<file path="src/rtl/i2s_rx_multi.sv">
// I2S / TDM serial-audio receiver: generates bck, lrck and scki from clk, deserialises
// MSB-first slots and hands each one to the consumer through a one-entry holding register.
module i2s_rx_multi #(
  parameter int SAMPLE_W  = 24,
  parameter int SLOT_W    = 32,
  parameter int CHANNELS  = 2,
  parameter int MODE      = 0,
  parameter int BCK_HALF  = 2,
  parameter int SCKI_HALF = 1
) (
  input  logic                         clk,
  input  logic                         reset,
  input  logic                         en,
  input  logic                         din,
  input  logic                         ready,
  input  logic                         ovr_clr,
  output logic                         bck,
  output logic                         lrck,
  output logic                         scki,
  output logic signed [SAMPLE_W-1:0]   sample,
  output logic [$clog2(CHANNELS)-1:0]  chan,
  output logic                         valid,
  output logic                         frame_start,
  output logic                         overrun
);

  localparam int BIT_W   = $clog2(SLOT_W);
  localparam int CH_W    = $clog2(CHANNELS);
  localparam int BCK_CW  = $clog2(BCK_HALF);
  localparam int SCKI_CW = $clog2(SCKI_HALF + 1);

  localparam logic [BIT_W-1:0]   BIT_LAST  = BIT_W'(SLOT_W - 1);
  localparam logic [BIT_W-1:0]   BIT_MSB   = BIT_W'(1);
  localparam logic [BIT_W-1:0]   BIT_LSB   = BIT_W'(SAMPLE_W);
  localparam logic [CH_W-1:0]    CH_LAST   = CH_W'(CHANNELS - 1);
  localparam logic [CH_W-1:0]    CH_HALF   = CH_W'(CHANNELS / 2);
  localparam logic [BCK_CW-1:0]  BCK_LAST  = BCK_CW'(BCK_HALF - 1);
  localparam logic [SCKI_CW-1:0] SCKI_LAST = SCKI_CW'(SCKI_HALF - 1);

  typedef enum logic [1:0] {IDLE, SYNC, CAPTURE} state_t;

  state_t                     state;
  logic [SCKI_CW-1:0]         scki_cnt;
  logic [BCK_CW-1:0]          bck_cnt;
  logic                       bck_tick, bck_rise, bck_fall;
  logic [BIT_W-1:0]           bit_pos, bit_nxt;
  logic [CH_W-1:0]            slot_idx, slot_nxt;
  logic                       frame_wrap;
  logic                       cap_shift, cap_lsb;
  logic signed [SAMPLE_W-1:0] shreg_p0;
  logic [CH_W-1:0]            chan_p0;
  logic                       vld_p0;
  logic                       drop_p1;

  // ---- serial clock generation (free-running out of reset) ----
  always_ff @(posedge clk or negedge reset) begin
    if (!reset) begin
      scki_cnt <= '0;
      scki     <= 1'b0;
    end else if (scki_cnt == SCKI_LAST) begin
      scki_cnt <= '0;
      scki     <= ~scki;
    end else begin
      scki_cnt <= scki_cnt + 1'b1;
    end
  end

  always_ff @(posedge clk or negedge reset) begin
    if (!reset) begin
      bck_cnt <= '0;
      bck     <= 1'b0;
    end else if (bck_tick) begin
      bck_cnt <= '0;
      bck     <= ~bck;
    end else begin
      bck_cnt <= bck_cnt + 1'b1;
    end
  end

  // bck_rise/bck_fall mark the clk edge on which the registered bck changes.
  assign bck_tick = (bck_cnt == BCK_LAST);
  assign bck_rise = bck_tick & ~bck;
  assign bck_fall = bck_tick & bck;

  always_comb begin
    bit_nxt  = bit_pos + 1'b1;
    slot_nxt = slot_idx;
    if (bit_pos == BIT_LAST) begin
      bit_nxt  = '0;
      slot_nxt = (slot_idx == CH_LAST) ? '0 : slot_idx + 1'b1;
    end
  end

  assign frame_wrap = bck_fall && (bit_pos == BIT_LAST) && (slot_idx == CH_LAST);

  // ---- slot timing and frame clock ----
  always_ff @(posedge clk or negedge reset) begin
    if (!reset) begin
      bit_pos  <= '0;
      slot_idx <= '0;
      lrck     <= 1'b0;
    end else if (bck_fall) begin
      bit_pos  <= bit_nxt;
      slot_idx <= slot_nxt;
      if (MODE == 1)
        lrck <= (slot_nxt == '0) && (bit_nxt == '0);
      else
        lrck <= (slot_nxt >= CH_HALF);
    end
  end

  // ---- capture state machine ----
  always_ff @(posedge clk or negedge reset) begin
    if (!reset) begin
      state       <= IDLE;
      frame_start <= 1'b0;
    end else begin
      frame_start <= 1'b0;
      case (state)
        IDLE: begin
          if (en) state <= SYNC;
        end
        SYNC: begin
          if (!en) begin
            state <= IDLE;
          end else if (frame_wrap) begin
            state       <= CAPTURE;
            frame_start <= 1'b1;
          end
        end
        CAPTURE: begin
          // A dropped enable only takes effect once the running frame is complete.
          if (frame_wrap) begin
            if (en) frame_start <= 1'b1;
            else    state       <= IDLE;
          end
        end
        default: state <= IDLE;
      endcase
    end
  end

  // One-bck data delay: the MSB sits at bit position 1 of each slot.
  assign cap_shift = bck_rise && (state == CAPTURE) &&
                     (bit_pos >= BIT_MSB) && (bit_pos <= BIT_LSB);
  assign cap_lsb   = cap_shift && (bit_pos == BIT_LSB);

  // ---- p0: deserialiser ----
  always_ff @(posedge clk) begin
    if (cap_shift) shreg_p0 <= {shreg_p0[SAMPLE_W-2:0], din};
    if (cap_lsb)   chan_p0  <= slot_idx;
  end

  always_ff @(posedge clk or negedge reset) begin
    if (!reset) vld_p0 <= 1'b0;
    else        vld_p0 <= cap_lsb;
  end

  // A completed slot is lost only if the consumer is still holding the previous one.
  assign drop_p1 = vld_p0 && valid && !ready;

  // ---- p1: holding register and overrun flag ----
  always_ff @(posedge clk or negedge reset) begin
    if (!reset) begin
      sample  <= '0;
      chan    <= '0;
      valid   <= 1'b0;
      overrun <= 1'b0;
    end else begin
      if (vld_p0 && !drop_p1) begin
        sample <= shreg_p0;
        chan   <= chan_p0;
        valid  <= 1'b1;
      end else if (valid && ready) begin
        valid <= 1'b0;
      end
      if (drop_p1)      overrun <= 1'b1;
      else if (ovr_clr) overrun <= 1'b0;
    end
  end

endmodule

</file>
<file path="config.mk">
export PLATFORM = sky130hd
export DESIGN_NAME = i2s_rx_multi
export DESIGN_NICKNAME = d
export VERILOG_FILES = /design/src/rtl/i2s_rx_multi.sv
export SDC_FILE = /design/constraint.sdc
export NUM_CORES = 1
export LEC_CHECK = 0
export BUFFER_PORTS_ARGS = -buffer_cell sky130_fd_sc_hd__buf_4
export CAP_MARGIN = 10
export CELL_PAD_IN_SITES_DETAIL_PLACEMENT = 0
export CELL_PAD_IN_SITES_GLOBAL_PLACEMENT = 1
export CORE_MARGIN = 3
export CORE_UTILIZATION = 46
export CTS_CLUSTER_SIZE = 10
export DETAILED_ROUTE_END_ITERATION = 6
export PLACE_DENSITY_LB_ADDON = 0.1
export REMOVE_ABC_BUFFERS = 1
export SLEW_MARGIN = 10
export SYNTH_ARGS = -nofsm -noshare
export SYNTH_HDL_FRONTEND = slang
export SYNTH_SLANG_ARGS = --single-unit
</file>
<file path="constraint.sdc">
create_clock -name clk -period 4.5 [get_ports clk]
set_input_delay 0.675 -clock clk [delete_from_list [all_inputs] [get_ports clk]]
set_output_delay 0.675 -clock clk [all_outputs]
set_load 0.005 [all_outputs]
</file>
After elaboration in Yosys (flattened, before gate mapping)
Cells that the tools add are included.
{ "totals": {"input_bits": 6, "regBits": 67, "elab_cells": 71} }
{ "classes": {"n_mux": 20, "magnitude_cmp": 3, "add_sub_neg": 4, "eq_ne": 8, "n_bitwise": 4, "reduce_logical": 16} }
{ "ops": {"columns": ["op", "count"], "rows": [
  ["1-bit two-way mux", 12],
  ["5-bit == test, second input constant", 2],
  ["1-bit logical AND", 10],
  ["2-bit two-way mux", 5],
  ["2-bit != test, second input constant", 3],
  ["2-bit one-hot mux with 3 select lines", 1],
  ["5-bit by 1-bit adder with 5-bit output, second input constant", 1],
  ["5-bit by 1-bit greater-or-equal comparator with 1-bit output, second input constant", 1],
  ["5-bit less-or-equal comparator, second input constant", 1],
  ["5-bit two-way mux", 1],
  ["4-bit AND reduction", 1],
  ["2-bit nonzero test", 2],
  ["1-bit adder, second input constant", 3],
  ["3-bit != test, second input constant", 1],
  ["1-bit bitwise AND", 2],
  ["2-bit by 1-bit == test with 1-bit output, second input constant", 1],
  ["2-bit == test, second input constant", 1],
  ["1-bit logical NOT", 2],
  ["2-bit logical NOT", 1],
  ["1-bit NOT", 2],
  ["1-bit one-hot mux with 2 select lines", 1],
  ["1-bit greater-or-equal comparator, second input constant", 1]
]} }

Longest topological paths before layout
{ "depth": {"word_depth": 6, "ltp_mapped": 6} }

Worst setup path before layout
Ideal clock, no wire load.
{ "synth_timing": {"path_kind": "register to register", "from": "register state[0]", "to": "register shreg_p0[0] (enable)", "stages_incl_launch_ff": 5, "path_buffers": 0, "setup_slack_ns": 1.270, "synth_period_minus_slack_ns": 3.230, "arrival_time_ns": 2.780, "cell_sequence": "dfrtp_1 > inv_1 > ha_1 > nand3b_1 > a311oi_1"} }
{ "synth_between": {"elab_chain_cells": 4} }
{ "synth_rtl": {"columns": ["element", "line_no", "rtl"], "rows": [
  ["from (decl)", "42", "state_t state;"],
  ["from (signal assigned)", "115", "state <= IDLE;"],
  ["from (signal assigned)", "121", "if (en) state <= SYNC;"],
  ["from (signal assigned)", "125", "state <= IDLE;"],
  ["2-bit == test", "144", "assign cap_shift = bck_rise && (state == CAPTURE) &&"],
  ["1-bit logical AND (2 in series)", "144", null],
  ["1-bit logical AND", "145", "(bit_pos >= BIT_MSB) && (bit_pos <= BIT_LSB);"],
  ["named net cap_shift", "49", "logic cap_shift, cap_lsb;"],
  ["to (signal assigned)", "150", "if (cap_shift) shreg_p0 <= {shreg_p0[SAMPLE_W-2:0], din};"],
  ["to (decl)", "50", "logic signed [SAMPLE_W-1:0] shreg_p0;"]
]} }
The timed path passes the listed nets, and every way through them passes these cells.
A chain may end at the register's enable or synchronous reset.

Worst setup path in the final report
{ "layout_timing": {"from": "register state[0]", "to": "register shreg_p0[2] (enable)"} }
The elaborated chain is that of the path after synthesis.

==> impl_results.md <==
* Outcome: finished, final reports clean
* Skew-Pair Late Insertion Delay at 330 ps
* Req. time, crit path at 4500 ps
* Synth Flop Type: dfrtp_1
* Leading area contributor after synthesis: dfrtp_1
* Max Slew Vio Count at 0
* Final WL at 3949 um
* Worst path max stage delay at 400 ps
* Clock sinks at 65
* Antenna diodes at 0
* Total GRT Usage at 0.1455
* Post_cts resized at 0
* Die width at 79.00 um
* Yosys top cell area share at 0.4084
* Residual DRC count at 0
* Synthesized area at 2451 sq um
* Layout fillers at 401
* Syn avg cell area at 16.34 sq um
* Pin count of the biggest net entering global routing at 41
* FF+latch count, synth at 65
* Final setup vio count at 0
* Hold/Removal Path Class: in2async
* Port Buffers at 36
* CTS Buf Count at 9
* Startpoint Class: register
* Synth cell types at 33
* H-tree Lvls at 3
* Crit. End Element: register
* Root Buffer: clkbuf_8
* Final hold vios at 0
* RSZ-0062 raised after global routing: false
* Vias at 1330
* Register area share after synthesis at 0.7147
* Final HPWL DP at 2701 um
* Sw Share at 0.2214
* Hold buffers post-CTS at 0
* Die height at 79.00 um
* Setup Fix Bufs, Post-CTS at 0
* Worst-path fanout max at 24
* Peak supply drop at 0.2243 mV
* Num rows at 25
* TritonRoute pass-1 iters at 4
* Pre-CTS WS at 2516 ps
* Clk_skew at 4.784 ps
* Rel. slew slack at 0.5976
* Fmax at 0.5132 GHz
* Bufs on Longest Clock Path at 2
* CP Class: reg2reg
* Wirelength per Cell at 14.74 um
* Vias/cell at 4.963
* Final setup margin at 2552 ps
* Max-cap violations at 0
* Combinational power share at 0.049
* Antenna violations before repair at 0
* Setup TNS at 0 ps
* CP max-delay cell: dfrtp_1
* Overflow left after global routing at 0
* Worst-margin pin slew at 601.5 ps
* Bufs and invs on worst path at 2
* Pint at 850.6 uW
* Post-layout net count at 209
* Post-synth ARST share at 0.6154
* Part of the power in the clock network at 0.383
* Minimum clock period at 1949 ps
* Clock transition at path regs at 70 ps
* First DRT Iteration DRCs at 53
* Antenna Nets Post-Route at 0
* EDFF count, synth at 25
* Cell Pwr Density at 366.6 nW/um^2
* Vias in the first global route at 1455
* Post-Syn Instances at 150
* CP arrival at 1950 ps
* Initial core utilization at 0.4959
* Reg power frac at 0.568
* Synth warnings at 0
* Psw at 241.9 uW
* Leakage dissipation at 0.001370 uW
* Final period utilization at 0.4330
* CP cell instances: inv_1 > ha_1 > nand3b_1 > a311oi_4 > buf_4
* Area growth syn-to-layout at 21.59%
* First-pass GRT wire length at 6706 um
* Share of cells above drive strength 1 at 0.3184
* I/O pin count at 37
* Top delay family on crit path: buffers and inverters
* Core ar. at 4942 sq um
* Gpl congestion at 0.7133
* CTS tree: built
* Synth top area cells: dfrtp_1, edfxtp_1, mux2_1, ha_1, mux2_2
* Die area at 6240 sq um
==> placed cells by master, fill, tap and decap left out, types with 2 or more instances in the layout <==
cell        count
mux2_1         20
nand2_2         2
o21ai_1         2
nand2_1         6
edfxtp_1       25
clkbuf_8       10
clkinvlp_4      3
inv_1           8
nor3_1          2
nand3_1         2
o21ai_0         2
ha_1            7
nand2b_1        2
buf_4          37
nor2_1          2
mux2_2          7
dfrtp_1        40
a21oi_1         4
==> cell type report <==
type | instances | area [sq um] | share of cell area
Sequential cell | 65 | 1752 | 0.5877
Multi-Input combinational cell | 75 | 664.4 | 0.2229
Timing Repair Buffer | 37 | 277.8 | 0.09320
Clock buffer | 11 | 141.4 | 0.04744
Tap cell | 67 | 83.83 | 0.02813
Clock inverter | 5 | 31.28 | 0.01050
Inverter | 8 | 30.03 | 0.01008
==> kinds of logic (layout without fill, tap and decap cells) <==
group                      after synthesis  in the layout  share of synthesized area
muxes                                   28             28                     0.1281
xor gates and xnor gates                 2              2                   0.007148
buffers and inverters                   10             61                    0.02144
adders and majority gates                7              7                    0.03573
and+or+nand+nor                         23             23                    0.05411
AOI/OAI and AO/OA                       15             15                    0.03880
DFF                                     65             65                     0.7147
==> metal layers <==
metal  GRT usage  vias to the layer above  part of all wire
met1      0.1630                      663              0.42
met5           0                        -                 0
met4     0.06186                        0            0.0096
li1            -                      630                 -
met3     0.07483                        6             0.073
met2      0.2332                       31              0.50
==> power by group through the flow <==
stage / combinational [uW] / clock (uW) / sequential, uW
3_3_place_gp: 46.1 / 0 / 631
3_5_place_dp: 54.2 / 0 / 633
2_1_floorplan: 33.5 / 0 / 631
4_1_cts: 54.5 / 438 / 621
5_1_grt: 62.6 / 462 / 621
6_report: 53.8 / 418 / 621
==> registers in the layout, indices dropped and copies added, names as in the netlist <==
name / cells
sample: 24
shreg_p0: 24
bit_pos: 5
state: 2
bck: 1
bck_cnt: 1
chan: 1
chan_p0: 1
frame_start: 1
lrck: 1
overrun: 1
scki: 1
valid: 1
vld_p0: 1
==> Yosys cell counts (2+ instances only) <==
cell,instances
buf_6,2
ha_1,7
nor2_1,2
nor3_1,2
a21oi_1,4
edfxtp_1,25
o21ai_1,2
dfrtp_1,40
nand2_1,6
nand3_1,2
nand2_2,2
nand2b_1,2
o21ai_0,2
mux2_2,7
mux2_1,20
inv_1,8
==> worst paths after layout <==
| path | from | endpoint | slack (ps) | cells past startpoint |
|---|---|---|---|---|
| worst max register to register | state[0] | shreg_p0[2] | 2550 | 5 |
| worst min-delay path | reset | sample[10] | 310 | 1 |
| worst max-delay path | state[0] | shreg_p0[2] | 2550 | 5 |
| min in group clk | scki | scki | 420 | 1 |
| worst min register to register | scki | scki | 420 | 1 |
| max in group asynchronous | reset | frame_start | 3840 | 1 |
==> through the flow <==
stage / instances / power, uW / cell area (sq um) / hold WS (ps) / util
finish: 268 / 1093 / 2980 / 307.7 / 0.6030
global route: 268 / 1145 / 2980 / 332.4 / 0.6030
CTS: 268 / 1113 / 2980 / 312.7 / 0.6030
detailed placement: 252 / 686.7 / 2808 / 416.2 / 0.5681
global placement: 252 / 677.5 / 2808 / 407.8 / 0.5681
floorplan: 148 / 664.7 / 2429 / 379.4 / -
(Power assumes the default switching activity.)
